==> src/rtl/fetch_pkg.sv <==
// fetch_pkg: shared state encoding and constants for the instruction fetch unit
package fetch_pkg;
  typedef enum logic [1:0] {
    FETCH = 2'd0,
    WAIT  = 2'd1,
    HOLD  = 2'd2,
    FAULT = 2'd3
  } fetch_state_t;
  localparam logic [31:0] NOP_INSTR = 32'h0000_0013;
  localparam logic [31:0] PC_INC    = 32'd4;
endpackage

==> src/rtl/fetch_timeout_counter.sv <==
// fetch_timeout_counter: counts cycles spent waiting on imem, flags the last allowed one
module fetch_timeout_counter
  import fetch_pkg::*;
#(
  parameter int TIMEOUT_CYCLES = 16
) (
  input  logic clk,
  input  logic reset,
  input  logic clr,
  input  logic en,
  output logic tc
);
  logic [7:0] cnt;
  // clear has priority so every new request starts from zero
  always_ff @(posedge clk or negedge reset) begin
    if (!reset) cnt <= 8'd0;
    else cnt <= clr ? 8'd0 : en ? cnt + 8'd1 : cnt;
  end
  assign tc = cnt == 8'(TIMEOUT_CYCLES - 1);
endmodule

==> src/rtl/instruction_fetch_unit.sv <==
// instruction_fetch_unit: PC register, imem request FSM and valid/ready hand-off to decode
module instruction_fetch_unit
  import fetch_pkg::*;
#(
  parameter logic [31:0] RESET_PC       = 32'h0040_0000,
  parameter int          TIMEOUT_CYCLES = 16
) (
  input  logic        clk,
  input  logic        reset,
  output logic        imem_req_o,
  output logic [31:0] imem_addr_o,
  input  logic        imem_ack_i,
  input  logic        imem_err_i,
  input  logic [31:0] imem_rdata_i,
  output logic        instr_valid_o,
  input  logic        instr_ready_i,
  output logic [31:0] instr_o,
  output logic [6:0]  opcode_o,
  output logic [31:0] pc_o,
  input  logic        branch_taken_i,
  input  logic [31:0] branch_target_i,
  output logic        fault_o
);
  fetch_state_t state;
  logic         tmo;
  logic [31:0]  next_pc;
  fetch_timeout_counter #(.TIMEOUT_CYCLES(TIMEOUT_CYCLES)) u_tmo (
    .clk  (clk),
    .reset(reset),
    .clr  (state != WAIT),
    .en   (state == WAIT),
    .tc   (tmo)
  );
  assign next_pc     = branch_taken_i ? branch_target_i : pc_o + PC_INC;
  assign imem_addr_o = pc_o;
  assign opcode_o    = instr_o[6:0];
  // fetch FSM with registered request/valid/fault; FAULT is terminal until reset
  always_ff @(posedge clk or negedge reset) begin
    if (!reset) begin
      state         <= FETCH;
      pc_o          <= RESET_PC;
      instr_o       <= NOP_INSTR;
      instr_valid_o <= 1'b0;
      imem_req_o    <= 1'b0;
      fault_o       <= 1'b0;
    end else begin
      case (state)
        FETCH: begin
          state      <= WAIT;
          imem_req_o <= 1'b1;
        end
        WAIT: begin
          if (imem_err_i || (!imem_ack_i && tmo)) begin
            state      <= FAULT;
            imem_req_o <= 1'b0;
            fault_o    <= 1'b1;
          end else if (imem_ack_i) begin
            state         <= HOLD;
            imem_req_o    <= 1'b0;
            instr_o       <= imem_rdata_i;
            instr_valid_o <= 1'b1;
          end
        end
        HOLD: begin
          if (instr_ready_i) begin
            pc_o          <= next_pc;
            instr_valid_o <= 1'b0;
            if (next_pc[1:0] != 2'b00) begin
              state   <= FAULT;
              fault_o <= 1'b1;
            end else begin
              state      <= WAIT;
              imem_req_o <= 1'b1;
            end
          end
        end
        FAULT: ;
      endcase
    end
  end
endmodule

==> config.mk <==
export PLATFORM = sky130hd
export DESIGN_NAME = instruction_fetch_unit
export DESIGN_NICKNAME = d
export VERILOG_FILES = /design/src/rtl/fetch_pkg.sv /design/src/rtl/fetch_timeout_counter.sv /design/src/rtl/instruction_fetch_unit.sv
export SDC_FILE = /design/constraint.sdc
export NUM_CORES = 1
export LEC_CHECK = 0
export BUFFER_PORTS_ARGS = -buffer_cell sky130_fd_sc_hd__buf_2
export CAP_MARGIN = 10
export CELL_PAD_IN_SITES_DETAIL_PLACEMENT = 0
export CELL_PAD_IN_SITES_GLOBAL_PLACEMENT = 1
export CORE_MARGIN = 5
export CORE_UTILIZATION = 36
export CTS_CLUSTER_SIZE = 30
export DETAILED_ROUTE_END_ITERATION = 8
export PLACE_DENSITY = 0.86
export SETUP_SLACK_MARGIN = 0.2
export SYNTH_ARGS = -nofsm -noshare
export SYNTH_HDL_FRONTEND = slang
export SYNTH_HIERARCHICAL = 1
export SYNTH_SLANG_ARGS = --single-unit
==> constraint.sdc <==
create_clock -name clk -period 2.42 [get_ports clk]
set_clock_uncertainty 0.1 [all_clocks]
set_input_delay 0.242 -clock clk [delete_from_list [all_inputs] [get_ports clk]]
set_output_delay 0.242 -clock clk [all_outputs]
set_load 0.02 [all_outputs]
# [Word level (Yosys, flattened, before mapping)]
# Cells that the tools add are included.
[classes] n_addsub=2 n_eq_ne=11 bitwise_logic=1 n_reduce_logical=14 div_mod_pow=0 muxes=21 n_mul=0 order_cmp=0 shift=0
[ops] operator="32-bit by 3-bit adder with 32-bit output, second input constant" count=1
[ops] operator="32-bit two-way mux" count=1
[ops] operator="8-bit two-way mux" count=2
[ops] operator="2-bit != test, second input constant" count=6
[ops] operator="4-bit AND reduction" count=3
[ops] operator="1-bit two-way mux" count=10
[ops] operator="8-bit by 1-bit adder with 8-bit output, second input constant" count=1
[ops] operator="8-bit by 4-bit equality test with 1-bit output, second input constant" count=1
[ops] operator="2-bit two-way mux" count=4
[ops] operator="2-bit case mux with 3 select lines" count=1
[ops] operator="3-bit AND reduction" count=2
[ops] operator="2-bit nonzero test" count=3
[ops] operator="1-bit case mux with 2 select lines" count=2
[ops] operator="3-bit != test, second input constant" count=1
[ops] operator="1-bit case mux with 3 select lines" count=1
[ops] operator="3-bit nonzero test" count=1
[ops] operator="2-bit by 1-bit equality test with 1-bit output, second input constant" count=1
[ops] operator="2-bit equality test, second input constant" count=1
[ops] operator="2-bit logical NOT" count=1
[ops] operator="2-bit by 1-bit != test with 1-bit output, second input constant" count=1
[ops] operator="2-bit AND reduction" count=1
[ops] operator="1-bit logical AND" count=1
[ops] operator="1-bit logical NOT" count=1
[ops] operator="1-bit logical OR" count=1
[ops] operator="1-bit NOT" count=1
[totals] ramBits=0 n_memories=0 romBits=0 latch_bits=0 ff_bits=77 in_bits=70 wordCells=56

# [Logic depth before layout (Yosys ltp)]
[depth] word_depth=6 depth_mapped=8

# [Hierarchy]
# The synthesis kept the hierarchy.
[modules_own_cells] mod="instruction_fetch_unit" area_each_um2=3812.4 n_inst=1 cells_per_inst=378
[modules_own_cells] mod="fetch_timeout_counter" area_each_um2=394.1 n_inst=1 cells_per_inst=40

# [Least setup slack after synthesis]
# Ideal clock, no wire load.
[synth_timing] path_kind="register -> register" start="register u_tmo.cnt[4]" end="register instr_o[2]" t_arrival_ns=1.956 path_stages_with_launch=7 path_slack_ns=0.239 n_path_buf=1 cell_sequence="dfrtp_1 > or4_1 > nor2_1 > a21oi_1 > nand3_1 > clkbuf_1 > mux2_2"
[synth_between] elab_chain_len=5
[synth_lines] element="from (decl)" line="fetch_timeout_counter.sv:13" text="logic [7:0] cnt;"
[synth_lines] element="from (signal assigned)" line="fetch_timeout_counter.sv:17" text="else cnt <= clr ? 8'd0 : en ? cnt + 8'd1 : cnt;"
[synth_lines] element="8-bit by 4-bit equality test with 1-bit output" line="fetch_timeout_counter.sv:19" text="assign tc = cnt == 8'(TIMEOUT_CYCLES - 1);"
[synth_lines] element="via tmo" line="instruction_fetch_unit.sv:25" text="logic tmo;"
[synth_lines] element="1-bit logical AND" line="instruction_fetch_unit.sv:53" text="if (imem_err_i || (!imem_ack_i && tmo)) begin"
[synth_lines] element="1-bit logical OR" line="instruction_fetch_unit.sv:53"
[synth_lines] element="1-bit NOT (no source line)"
[synth_lines] element="3-bit AND reduction (no source line)"
[synth_lines] element="to (signal assigned)" line="instruction_fetch_unit.sv:60" text="instr_o <= imem_rdata_i;"
[synth_lines] element="to (decl)" line="instruction_fetch_unit.sv:17" text="output logic [31:0] instr_o,"
# The timed path passes the listed nets, and every way through them passes these cells.
# A chain may end at the register's enable or synchronous reset.

# [Worst setup path in the final report]
[layout_timing] start="register u_tmo.cnt[4]" end="register imem_req_o"
[layout_between] elab_chain_len=5 word_cells_on_any_way=7
[layout_lines] element="8-bit by 4-bit equality test with 1-bit output (*)" line="fetch_timeout_counter.sv:19"
[layout_lines] element="via tmo" line="instruction_fetch_unit.sv:25"
[layout_lines] element="1-bit logical AND (*)" line="instruction_fetch_unit.sv:53"
[layout_lines] element="1-bit logical OR (*)" line="instruction_fetch_unit.sv:53"
[layout_lines] element="3-bit != test (no source line) / 1-bit two-way mux (equally long branches)"
[layout_lines] element="4-bit AND reduction (no source line) / 1-bit case mux with 3 select lines (equally long branches)"
[layout_lines] element="to (signal assigned)" line="instruction_fetch_unit.sv:50" text="imem_req_o <= 1'b1;"
[layout_lines] element="to (signal assigned)" line="instruction_fetch_unit.sv:55" text="imem_req_o <= 1'b0;"
[layout_lines] element="to (signal assigned)" line="instruction_fetch_unit.sv:59" text="imem_req_o <= 1'b0;"
[layout_lines] element="to (decl)" line="instruction_fetch_unit.sv:10" text="output logic imem_req_o,"
# Mark *: on every way through the listed nets, which the timed path passes. The rest lies on a longest branch.

==> Flow_metrics.wiki <==
{| class="wikitable"
! Metric !! Value
|-
| Count of unique library cells instantiated by Yosys || 47
|-
| Register cell area after layout || 0.001933 sq mm
|-
| Max Fclk || 465.4 MHz
|-
| Slew at the pin closest to its max-slew limit || 0.4765 ns
|-
| CP Buf/Inv Count || 0
|-
| Remaining design rule violation count || 0
|-
| Count of nets left with antenna violations after detail routing || 0
|-
| Worst slew margin relative to its limit || 68.23%
|-
| Sort of element at the start of the critical path || register
|-
| Count of placed standard cells including taps || 689
|-
| Maximum number of pins on one net before global-route repair || 43
|-
| Max FO, Critical Path || 4
|-
| Area grow syn2layout || 29.36%
|-
| Sequential cell area fraction in the yosys report || 45.93%
|-
| Top cell types by occurrence after synthesis || 73 x sky130_fd_sc_hd__dfrtp_1, 39 x sky130_fd_sc_hd__buf_4, 36 x sky130_fd_sc_hd__mux2_2, 36 x sky130_fd_sc_hd__nand2_1, 30 x sky130_fd_sc_hd__a21oi_1
|-
| Cell breakdown of the critical path || or4_4 -> nor2_4 -> a21oi_4 -> a311oi_4 -> nand2_1 -> mux2_2
|-
| Share of synthesized registers carrying an async set or reset || 100.0%
|-
| IO Count || 176
|-
| Count of flip-flops with a built-in enable after synthesis || 0
|-
| Count of synthesis-stage warnings from yosys || 6
|-
| Cell-internal power || 2.241 mW
|-
| Number of design-rule violations left by the first detailed-router iteration || 275
|-
| Min cycle time layout || 2.149 ns
|-
| Launching point of the worst reg2reg path || u_tmo/cnt[4]
|-
| Filler cells || 1076
|-
| Inserted Diodes || 0
|-
| Endpoint class of the critical path || register
|-
| Total half-perimeter wirelength after legalization and detailed placement || 9.006 mm
|-
| CTS max path bufs || 2
|-
| First-pass GRT wire length || 20.09 mm
|-
| Number of port buffers || 175
|-
| Number of storage elements in the synthesis netlist || 77
|-
| Die X-Extent || 118.1 um
|-
| Largest stage delay on the critical path || 0.53 ns
|-
| Floorplan die height || 118.1 um
|-
| Layout cell share with drive strength beyond 1 || 45.68%
|-
| CTS H-Tree Depth || 3
|-
| Combinational cell fraction of total power || 4.2%
|-
| Routed vias/inst || 5.304
|-
| Worst path arrival time || 2.27 ns
|-
| Most repeated cell in the gate-level netlist after synthesis || sky130_fd_sc_hd__dfrtp_1
|-
| Result of the run || completed
|-
| Dominant cell type by area after synthesis || sky130_fd_sc_hd__dfrtp_1
|-
| Synth top area share || 43.43%
|-
| Path category of the worst min-delay check || input pin to register
|-
| Area of the core region || 0.01142 sq mm
|-
| Worst skew pair latency || 0.33 ns
|-
| TritonCTS clock tree || built
|-
| Max-Cap Viols || 0
|-
| Type of the worst setup path || register to register
|-
| Worst voltage drop across the vdd grid || 318.8 uV
|-
| Initial antenna violation count || 2
|-
| Final core area utilization || 47.66%
|-
| Routed vias || 3766
|-
| Switching power share of the total || 20.85%
|-
| Leakage power of the design || 2.904 nW
|-
| Aggregate routed wire length || 12.31 mm
|-
| DR pass1 iterations || 5
|-
| Slew Viols, Final || 0
|-
| GRT Residual Overflow || 0
|-
| Sum of internal, switching and leakage power || 2.832 mW
|-
| WL/cell || 17.34 um
|-
| Count of endpoints failing setup in the final report || 0
|-
| Clock-pin slew reported for the worst setup and hold paths after clock tree synthesis || 0.06 ns
|-
| Die ar. || 0.01395 sq mm
|-
| Final-stage net count || 637
|-
| Family of cells with the greatest summed delay on the critical path || simple AND/OR/NAND/NOR gates
|-
| Period utilisation layout || 88.78%
|-
| Setup TNS Final || 0 ns
|-
| Synth top area cells || sky130_fd_sc_hd__dfrtp_1 43%, sky130_fd_sc_hd__mux2_2 9.6%, sky130_fd_sc_hd__buf_4 7.0%
|-
| Final weighted congestion of routability-driven global placement || 0.8327
|-
| Number of clock buffers inserted by TritonCTS || 9
|-
| RSZ-0062 raised after global routing || false
|-
| Avg Inst Size Synth || 10.06 sq um
|-
| Clock share of power || 50.3%
|-
| Power per cell area || 520.4 mW/mm^2
|-
| Overall fraction of global-route tracks in use || 17.32%
|-
| Dominant synthesized flop cell || sky130_fd_sc_hd__dfrtp_1
|-
| Net Count, Synth || 493
|-
| Launch point of the critical path || u_tmo/cnt[4]
|-
| Starting Density || 36.84%
|-
| Critical path's slowest cell || sky130_fd_sc_hd__or4_4
|-
| TritonCTS Sinks || 77
|-
| Library cell used as clock root buffer || sky130_fd_sc_hd__clkbuf_16
|-
| Post-synthesis instance total || 418
|-
| Netlist area before placement || 0.004207 sq mm
|-
| Multi-input logic area || 0.001941 sq mm
|-
| Worst Min Path Start || branch_target_i[1]
|-
| Hold Violations, Final || 0
|-
| Non-filler instance count after layout || 710
|-
| Part of the power in registers || 45.5%
|-
| Number of global-route vias before repair || 3970
|-
| Data required, critical path || 2.54 ns
|-
| Rows || 39
|-
| Psw || 0.5905 mW
|}
tightest hold or removal path: cells and delay by family:
family                 cells  cell delay, ns
buffers and inverters      1            0.09
and+or+nand+nor            2            0.09
per-layer routing:
metal / GRT usage, % / vias to the layer above / wire [um]
li1: - / 1776 / -
met3: 7.160 / 17 / 1201
met1: 20.88 / 1799 / 4935
met2: 28.16 / 170 / 5948
met4: 5.305 / 4 / 199
met5: 0 / - / 27
kinds of logic after synthesis:
group	count (synthesis)	share of synthesized area (%)
flops	77	45.92
buf+inv	64	9.310
mux	49	12.73
fa+ha+maj	5	1.487
simple gates	135	17.37
xor+xnor	4	0.8330
compound gates	84	12.34
final timing paths:
| check | end | slack (ns) | cells after the start |
|---|---|---|---|
| min in group asynchronous | instr_o[7] | 0.31 | 2 |
| hold / removal | imem_addr_o[1] | 0.02 | 3 |
| max in group asynchronous | imem_addr_o[22] | 1.25 | 3 |
| hold reg to reg | fault_o | 0.36 | 1 |
| setup reg to reg | imem_req_o | 0.27 | 6 |
| setup / recovery | imem_req_o | 0.27 | 6 |
power groups by stage:
stage                     clock network, mW  registers (mW)  logic, mW
final                                  1.43            1.29      0.119
after global routing                   1.53            1.29      0.135
after CTS                              1.46            1.29      0.120
after detailed placement                  0            1.31      0.118
after global placement                    0            1.31      0.115
after floorplan                           0            1.31     0.0203
flip-flops by register name, indices dropped and copies added, names as in the netlist:
register,count
instr_valid_o,1
instr_o,32
fault_o,1
state,2
imem_req_o,1
imem_addr_o,32
u_tmo/cnt,8
placed cells by master, fill, tap and decap left out, types with 12 or more instances in the layout:
cell type                 synthesis  layout
sky130_fd_sc_hd__a21oi_1         30      29
sky130_fd_sc_hd__dfrtp_1         73      72
sky130_fd_sc_hd__nand4_1         13      13
sky130_fd_sc_hd__o21ai_0         14      14
sky130_fd_sc_hd__o22ai_1         16      16
sky130_fd_sc_hd__nand2_1         36      36
sky130_fd_sc_hd__nand3_1         25      24
sky130_fd_sc_hd__mux2i_1         13      13
sky130_fd_sc_hd__buf_4           39      12
sky130_fd_sc_hd__buf_2            3     174
sky130_fd_sc_hd__mux2_2          36      36
sky130_fd_sc_hd__nor2_1          20      19
cell type report:
cell class	instances	area share, %
Clock buffer	11	4.277
Multi-Input combinational cell	277	35.66
Timing Repair Buffer	191	19.41
Tap cell	143	3.288
Inverter	6	0.4139
Clock inverter	5	1.426
Sequential cell	77	35.53
through the flow:
stage	hold WS [ns]	setup WS, ns	area (sq um)
CTS	0.01178	0.2052	5349
floorplan	-0.1536	0.2389	4207
global placement	0.1204	0.2095	5015
detailed placement	0.1301	0.06897	5015
global route	0.02020	0.1947	5441
finish	0.02123	0.2715	5441
timing repair:
| item | 4_1_cts | 5_1_grt |
|---|---|---|
| gates resized for setup | 1 | 11 |
| endpoints found under the hold margin | 32 | 0 |
| cloned | 0 | 1 |
| endpoints found under the setup margin | 4 | 39 |
| pin swaps | 1 | 3 |
| hold buffers | 1 | 0 |
| setup buffers | 1 | 2 |
(Power assumes the default switching activity.)
